--- src/rtl/store_narrow_buffer.sv ---
// Store-path narrowing unit: narrows a store operand to byte/halfword/word lanes,
// builds byte enables, rejects misaligned stores and buffers legal ones toward memory.
module store_narrow_buffer #(
    parameter int DEPTH = 2,
    parameter int CW    = $clog2(DEPTH) + 1
) (
    input  logic          clk,
    input  logic          rst_n,
    input  logic          st_valid,
    output logic          st_ready,
    input  logic [31:0]   st_addr,
    input  logic [31:0]   st_data,
    input  logic [1:0]    st_size,
    output logic          st_misaligned,
    output logic          mem_valid,
    input  logic          mem_ready,
    output logic [31:0]   mem_addr,
    output logic [31:0]   mem_wdata,
    output logic [3:0]    mem_be,
    output logic [CW-1:0] count,
    output logic [7:0]    err_count
);
    localparam int AW = $clog2(DEPTH);

    typedef struct packed {
        logic [31:0] addr;
        logic [31:0] wdata;
        logic [3:0]  be;
    } entry_t;

    entry_t          r_mem [DEPTH];
    logic [AW-1:0]   r_wptr, r_rptr;
    logic [CW-1:0]   r_count;
    logic [7:0]      r_err;
    logic            r_mis;

    logic            w_legal;
    logic [31:0]     w_wdata;
    logic [3:0]      w_be;
    logic            w_full, w_empty, w_hs, w_push, w_pop;
    entry_t          w_entry;

    always_comb begin
        w_legal = 1'b0;
        w_wdata = st_data;
        w_be    = 4'b0000;
        case (st_size)
            2'b00: begin
                w_legal = 1'b1;
                w_wdata = {4{st_data[7:0]}};
                w_be    = 4'b0001 << st_addr[1:0];
            end
            2'b01: begin
                w_legal = ~st_addr[0];
                w_wdata = {2{st_data[15:0]}};
                w_be    = st_addr[1] ? 4'b1100 : 4'b0011;
            end
            2'b10: begin
                w_legal = (st_addr[1:0] == 2'b00);
                w_wdata = st_data;
                w_be    = 4'b1111;
            end
            default: w_legal = 1'b0;
        endcase
    end

    // st_ready depends only on registered occupancy, so no path from mem_ready.
    assign w_full  = (r_count == CW'(DEPTH));
    assign w_empty = (r_count == '0);
    assign w_hs    = st_valid && !w_full;
    assign w_push  = w_hs && w_legal;
    assign w_pop   = !w_empty && mem_ready;
    assign w_entry = '{addr: {st_addr[31:2], 2'b00}, wdata: w_wdata, be: w_be};

    always_ff @(posedge clk or negedge rst_n) begin
        if (!rst_n) begin
            for (int i = 0; i < DEPTH; i++) r_mem[i] <= '0;
            r_wptr  <= '0;
            r_rptr  <= '0;
            r_count <= '0;
        end else begin
            if (w_push) begin
                r_mem[r_wptr] <= w_entry;
                r_wptr        <= r_wptr + AW'(1);
            end
            if (w_pop) r_rptr <= r_rptr + AW'(1);
            case ({w_push, w_pop})
                2'b10:   r_count <= r_count + CW'(1);
                2'b01:   r_count <= r_count - CW'(1);
                default: r_count <= r_count;
            endcase
        end
    end

    always_ff @(posedge clk or negedge rst_n) begin
        if (!rst_n) begin
            r_err <= '0;
            r_mis <= 1'b0;
        end else begin
            r_mis <= w_hs && !w_legal;
            if (w_hs && !w_legal && r_err != 8'hFF) r_err <= r_err + 8'd1;
        end
    end

    assign st_ready      = !w_full;
    assign mem_valid     = !w_empty;
    assign mem_addr      = r_mem[r_rptr].addr;
    assign mem_wdata     = r_mem[r_rptr].wdata;
    assign mem_be        = r_mem[r_rptr].be;
    assign count         = r_count;
    assign err_count     = r_err;
    assign st_misaligned = r_mis;
endmodule

--- config.mk ---
export PLATFORM = sky130hd
export DESIGN_NAME = store_narrow_buffer
export DESIGN_NICKNAME = d
export VERILOG_FILES = /design/src/rtl/store_narrow_buffer.sv
export SDC_FILE = /design/constraint.sdc
export NUM_CORES = 1
export LEC_CHECK = 0
export BUFFER_PORTS_ARGS = -buffer_cell sky130_fd_sc_hd__buf_2
export CAP_MARGIN = 20
export CELL_PAD_IN_SITES_DETAIL_PLACEMENT = 0
export CELL_PAD_IN_SITES_GLOBAL_PLACEMENT = 1
export CORE_MARGIN = 2
export CORE_UTILIZATION = 48
export CTS_BUF_LIST = sky130_fd_sc_hd__clkbuf_4
export CTS_CLUSTER_DIAMETER = 60
export DETAILED_ROUTE_END_ITERATION = 8
export PLACE_DENSITY = 0.88
export RECOVER_POWER = 100
export SLEW_MARGIN = 10
export SYNTH_ARGS = -nofsm -noshare
export SYNTH_HDL_FRONTEND = slang
export SYNTH_SLANG_ARGS = --single-unit
export TNS_END_PERCENT = 50
--- constraint.sdc ---
create_clock -name clk -period 2.81 [get_ports clk]
set_clock_uncertainty 0.2 [all_clocks]
set_input_delay 0.4215 -clock clk [delete_from_list [all_inputs] [get_ports clk]]
set_output_delay 0.4215 -clock clk [all_outputs]
set_load 0.02 [all_outputs]
==> results of run 1 <==
-- layout make-up --
type	count	area (sq um)
multi-input combinational	342	2840
fill	1209	5640
sequential	145	3630
clock inverter	9	68.8
clock buffer	21	158
antenna	1	2.50
timing repair buffer	221	1420
tap	180	225
inverter	1	3.75
-- path summary, 6_finish.rpt --
check	startpoint	end	slack, ns	depth (start not counted)
worst max-delay path	r_rptr$_DFFE_PN0P_	mem_wdata[14]	0.22	3
min in group asynchronous	rst_n	r_mem[129]$_DFFE_PN0P_	0.25	2
worst min register to register	r_mem[33]$_DFFE_PN0P_	r_mem[33]$_DFFE_PN0P_	0.28	2
worst min-delay path	st_data[6]	r_mem[78]$_DFFE_PN0P_	0.04	2
max in group asynchronous	rst_n	r_mem[20]$_DFFE_PN0P_	0.73	3
worst max register to register	count[0]$_DFFE_PN0P_	r_mem[79]$_DFFE_PN0P_	0.25	4
-- worst max-delay path, delay by kind of cell (launching register included) --
family / cells / cell delay, ns
buf+inv: 2 / 0.42
flops: 1 / 0.64
mux: 1 / 0.38
-- metal layers --
| metal | up-vias | global-route usage, % | share of wire (%) |
|---|---|---|---|
| li1 | 2250 | - | - |
| met4 | 2 | 7.09 | 0.99 |
| met5 | - | 0 | 0.080 |
| met1 | 2365 | 28.2 | 44 |
| met3 | 15 | 6.36 | 6.3 |
| met2 | 161 | 36.6 | 49 |
-- what timing repair did --
| item | in CTS | in global routing |
|---|---|---|
| endpoints found under the setup margin | 0 | 10 |
| gates resized for setup | 0 | 1 |
| endpoints found under the hold margin | 188 | 0 |
| hold buffers | 61 | 0 |
-- synthesized netlist by cell type --
| cell | number |
|---|---|
| o211ai_1 | 1 |
| and4bb_1 | 1 |
| buf_4 | 3 |
| o21ai_0 | 52 |
| a21oi_4 | 1 |
| inv_1 | 1 |
| ha_1 | 2 |
| mux2_1 | 2 |
| and2_1 | 1 |
| buf_1 | 3 |
| nand2b_1 | 2 |
| a31oi_1 | 2 |
| a21oi_1 | 13 |
| o21a_1 | 1 |
| buf_6 | 10 |
| nor3_4 | 1 |
| mux2i_1 | 25 |
| a21boi_4 | 1 |
| nor2b_1 | 2 |
| o2111ai_2 | 1 |
| nand2_1 | 54 |
| nand3_1 | 2 |
| conb_1 | 1 |
| nor2_1 | 11 |
| mux2_4 | 60 |
| and4_1 | 2 |
| dfrtp_1 | 145 |
| xor2_1 | 3 |
| mux2_2 | 88 |
| xnor2_1 | 5 |
| nand4_1 | 2 |
| and3_2 | 1 |
| nor2_2 | 1 |
| or2_2 | 1 |
| o2111ai_4 | 1 |
| or2b_1 | 1 |
| clkbuf_1 | 12 |
| buf_2 | 7 |
-- stage by stage --
step,total power [W],hold WS [ns],area [sq um]
floorplan,0.00704,-0.0741,6930
global placement,0.00832,0.255,7860
detailed placement,0.00850,0.267,7860
CTS,0.00975,0.0000163,8700
global route,0.00973,-0.0119,8350
finish,0.00911,0.0409,8350
-- registers in the layout, summed over array words and instances, names as in the netlist --
name           count
r_wptr             1
r_rptr             1
st_misaligned      1
r_mem            132
err_count          8
count              2
-- cell families after synthesis --
kind of cell	after synthesis
mux	175
flops	145
simple gates	82
compound gates	73
buf+inv	36
xor+xnor	8
fa+ha+maj	2
other cells	1
-- where the power goes --
group          internal (W)  leakage [nW]  switching [W]  total [W]
clock              0.000453         0.131       0.000687    0.00114
combinational       0.00185          1.94        0.00240    0.00426
sequential          0.00309          1.76       0.000624    0.00371
total               0.00539          3.84        0.00372    0.00911
==> results.py, run 1 <==
metrics = {
    "clock_network": {
        "postCtsSetupBuffers": 0,
        "cts_root_buf": "clkbuf_4",
        "htreeDepth": 4,
        "cts_tree": "built",
        "cts_buffers": 17,
        "cts.path.max_buffers": 2,
        "clk_latency_ns": 0.53,
        "clk_pin_slew_worst_paths_ns": 0.12,
        "cts_sinks": 145,
    },
    "timing": {
        "setup_viol": 0,
        "grt_setup_unrepaired": "no",
        "finalCriticalPeriod_ns": 2.59,
        "hold_viol_final": 0,
        "max_slew_margin_pct": 2.64,
        "max_clock_freq_ghz": 0.386,
        "period_share_pct": 92.3,
        "worstMarginPinSlew_ns": 1.46,
        "fin_tns_setup_ns": 0,
        "layout_setup_ws_ns": 0.216,
        "slew_violations": 0,
    },
    "die": {
        "die_y_um": 124,
        "fp.dieArea_sq_mm": 0.0154,
        "start_util_pct": 49.5,
        "die_x_um": 124,
        "coreArea_sq_mm": 0.0140,
        "io_pins": 151,
        "rows": 43,
    },
    "synth": {
        "ys_warn_count": 0,
        "syn_inst": 522,
        "syn_avg_cell_area_sq_um": 13.3,
        "synth-compound-area-share_pct": 6.20,
        "synthSimpleGateAreaFrac_pct": 5.37,
        "synthAdderAreaFrac_pct": 0.361,
        "synth_top_area_share_pct": 52.4,
        "synth_top_family_by_area": "multiplexers",
        "synth_xor_area_share_pct": 1.01,
        "ys_seq_area_share_pct": 52.4,
        "syn-cell-area_sq_mm": 0.00692,
        "synth_area_leaders": "dfrtp_1 52%, mux2_2 14%, mux2_4 13%",
        "synthMuxAreaShare_pct": 31.3,
        "synth.distinct_cells": 38,
        "yosys.area.top_type": "dfrtp_1",
        "synth_seq_cells": 145,
    },
    "setup_path": {
        "crit_type": "reg2out",
        "arrival_ns": 1.97,
        "cp.required_ns": 2.19,
        "cp_slowest_cell": "dfrtp_4",
        "cpPeakStageDelay_ns": 0.64,
        "critPathMaxFanout": 24,
        "path_cells": "buf_12 > mux2_1 > buf_2",
        "critPathLaunchType": "register",
        "end_kind": "output port",
    },
    "min_path": {
        "min_path_type": "in2reg",
    },
    "power": {
        "peakVddDrop_uv": 589,
        "p_leak_nw": 3.84,
        "power.density_mw_per_mm2": 1090,
    },
    "status": {
        "status": "finished, final reports clean",
    },
    "place": {
        "numPortBuffers": 148,
        "dp_cells": 828,
        "gp_congestion": 0.877,
        "dp_worst_setup_slack_ns": 0.492,
        "dp_hpwl_um": 10800,
    },
    "global_route": {
        "grt_max_degree": 75,
        "gr-total-overflow": 0,
        "grt_usage_pct": 22.2,
        "antenna_found_initial": 2,
        "grt_first_pass_wirelength_um": 25800,
        "grt_pass1_vias": 5045,
    },
    "final_layout": {
        "fin_cells": 920,
        "area_growth_syn_to_layout_pct": 20.6,
        "final_common_cell": "dfrtp_1",
        "layout_common_cells": "144 x dfrtp_1, 82 x mux2_2, 79 x buf_2, 62 x clkbuf_1, 61 x dlygate4sd3_1",
        "fin_nets": 800,
        "drive_gt1_share_pct": 29.8,
        "utilization_pct": 59.7,
    },
    "routing": {
        "via_per_inst": 5.21,
        "wire_per_inst_um": 17.6,
        "drt_iter0_drc": 237,
        "drc_errors": 0,
        "vias": 4793,
        "drtPass1Iterations": 4,
        "antenna_left": 0,
        "wirelength_um": 16200,
    },
    "flow_run": {
        "cap_violations": 0,
    },
}
No activity file was read; power rests on OpenSTA's default activity.
==> run 2: changes to the inputs <==
--- a/config.mk
+++ b/config.mk
@@ -10,11 +10,11 @@
 export CELL_PAD_IN_SITES_DETAIL_PLACEMENT = 0
 export CELL_PAD_IN_SITES_GLOBAL_PLACEMENT = 1
 export CORE_MARGIN = 2
-export CORE_UTILIZATION = 48
-export CTS_BUF_LIST = sky130_fd_sc_hd__clkbuf_4
+export CORE_UTILIZATION = 47
+export CTS_BUF_LIST = sky130_fd_sc_hd__clkbuf_16
 export CTS_CLUSTER_DIAMETER = 60
 export DETAILED_ROUTE_END_ITERATION = 8
-export PLACE_DENSITY = 0.88
+export PLACE_DENSITY = 0.87
 export RECOVER_POWER = 100
 export SLEW_MARGIN = 10
 export SYNTH_ARGS = -nofsm -noshare
==> run 2 against run 1 <==
Clock power grew 110%. Power grew 12%. Final cell count shrank 6.0%. Core utilization shrank 3.8 points.
==> results.py, run 2 (synthesized netlist as in run 1, its figures left out) <==
metrics = {
    "place": {
        "dp_hpwl_um": 10400,
        "dp_cells": 829,
        "gp_congestion": 0.790,
        "numPortBuffers": 148,
    },
    "timing": {
        "finalCriticalPeriod_ns": 2.40,
        "slew_violations": 0,
        "period_share_pct": 85.3,
        "max_slew_margin_pct": 29.1,
        "worstMarginPinSlew_ns": 1.06,
        "setup_viol": 0,
        "fin_tns_setup_ns": 0,
        "grt_setup_unrepaired": "no",
        "hold_viol_final": 0,
        "max_clock_freq_ghz": 0.417,
    },
    "clock_network": {
        "htreeDepth": 4,
        "cts_root_buf": "clkbuf_16",
        "cts_tree": "built",
        "cts_buffers": 17,
        "clk_latency_ns": 0.41,
        "clk_pin_slew_worst_paths_ns": 0.06,
        "cts_sinks": 145,
        "cts.path.max_buffers": 2,
    },
    "die": {
        "start_util_pct": 47.8,
        "fp.dieArea_sq_mm": 0.0157,
        "rows": 44,
        "coreArea_sq_mm": 0.0145,
        "io_pins": 151,
        "die_y_um": 125,
        "die_x_um": 125,
    },
    "setup_path": {
        "r2r_end": "r_mem[3]$_DFFE_PN0P_",
        "worstReg2RegStart": "count[0]$_DFFE_PN0P_",
        "critPathMaxFanout": 10,
        "reg2reg_depth": 4,
        "ff2ff_setup_slack_ns": 0.41,
        "setup.worst_path.start": "count[0]$_DFFE_PN0P_",
        "end_kind": "register",
        "endpoint": "r_mem[3]$_DFFE_PN0P_",
        "critPathLaunchType": "register",
        "cp.required_ns": 2.91,
        "arrival_ns": 2.49,
        "crit_type": "reg2reg",
    },
    "power": {
        "power.density_mw_per_mm2": 1260,
        "peakVddDrop_uv": 698,
        "p_leak_nw": 3.69,
    },
    "global_route": {
        "grt_max_degree": 88,
        "gr-total-overflow": 0,
        "grt_pass1_vias": 4942,
        "antenna_found_initial": 2,
        "grt_first_pass_wirelength_um": 25600,
        "grt_usage_pct": 20.5,
    },
    "routing": {
        "drtPass1Iterations": 4,
        "antenna_left": 0,
        "wire_per_inst_um": 18.0,
        "drt_iter0_drc": 181,
        "wirelength_um": 15600,
        "via_per_inst": 5.25,
        "drc_errors": 0,
        "vias": 4540,
    },
    "final_layout": {
        "fin_cells": 865,
        "fin_nets": 737,
        "largest_reg_flops": 132,
        "utilization_pct": 55.9,
        "max_flop_register": "r_mem",
        "drive_gt1_share_pct": 30.2,
        "final_common_cell": "dfrtp_1",
        "layout_common_cells": "144 x dfrtp_1, 87 x mux2_2, 77 x clkbuf_1, 71 x buf_2, 57 x mux2_1",
        "area_growth_syn_to_layout_pct": 16.9,
    },
    "status": {
        "status": "finished, final reports clean",
    },
    "min_path": {
        "min_path_type": "in2reg",
    },
    "flow_run": {
        "cap_violations": 0,
    },
}
==> run 2: cell type report <==
class / count / area, sq um
Antenna cell: 3 / 7.51
Clock buffer: 17 / 425
Clock inverter: 15 / 199
Fill cell: 1293 / 6380
Inverter: 1 / 3.75
Multi-Input combinational cell: 342 / 2830
Sequential cell: 145 / 3630
Tap cell: 184 / 230
Timing Repair Buffer: 158 / 769
==> run 2: worst min-delay path by stage <==
stage / slack [ns] / start / depth (start not counted) / to
5_1_grt: 0.02 / st_addr[4] / 2 / r_mem[108]$_DFFE_PN0P_
4_1_cts: 0.03 / st_addr[4] / 2 / r_mem[108]$_DFFE_PN0P_
2_1_floorplan: -0.07 / rst_n / 0 / count[0]$_DFFE_PN0P_
6_report: 0.04 / st_addr[4] / 2 / r_mem[108]$_DFFE_PN0P_
3_3_place_gp: 0.16 / rst_n / 1 / r_mem[52]$_DFFE_PN0P_
3_5_place_dp: 0.16 / rst_n / 1 / r_mem[52]$_DFFE_PN0P_
==> run 2: timing repair <==
item                                    4_1_cts  5_1_grt
resized for setup                             0        0
endpoints found under the setup margin        0        0
endpoints found under the hold margin        39        0
hold buffers                                  1        0
buffers inserted                              0        0
==> run 2: report_power, final <==
group	switching [W]	internal (W)	total (W)
Clock	0.000850	0.00155	0.00240
Sequential	0.000567	0.00310	0.00366
Combinational	0.00241	0.00172	0.00413
Total	0.00382	0.00637	0.0102
==> run 2: worst max-delay path, stage by stage (launching register included) <==
cell and delay [ns]:
dfrtp_1 0.44, nand2b_1 0.25, o2111ai_1 0.43, clkbuf_1 0.56, mux2_2 0.40
==> run 2: layer usage <==
metal	GRT usage [%]	vias to the layer above	share of wire, %
li1	-	2125	-
met1	26.3	2262	44
met2	32.7	137	47
met3	8.09	16	7.6
met4	4.97	0	0.96
met5	0	-	0
==> run 2: per-stage QoR <==
step                      power, W  hold slack (ns)  worst slack [ns]  area, sq um
after floorplan            0.00704          -0.0741             0.729         6930
after global placement     0.00824            0.160             0.607         7810
after detailed placement   0.00842            0.163             0.550         7810
after CTS                   0.0109           0.0316             0.481         8440
after global routing        0.0108           0.0196             0.315         8090
final                       0.0102           0.0357             0.412         8090
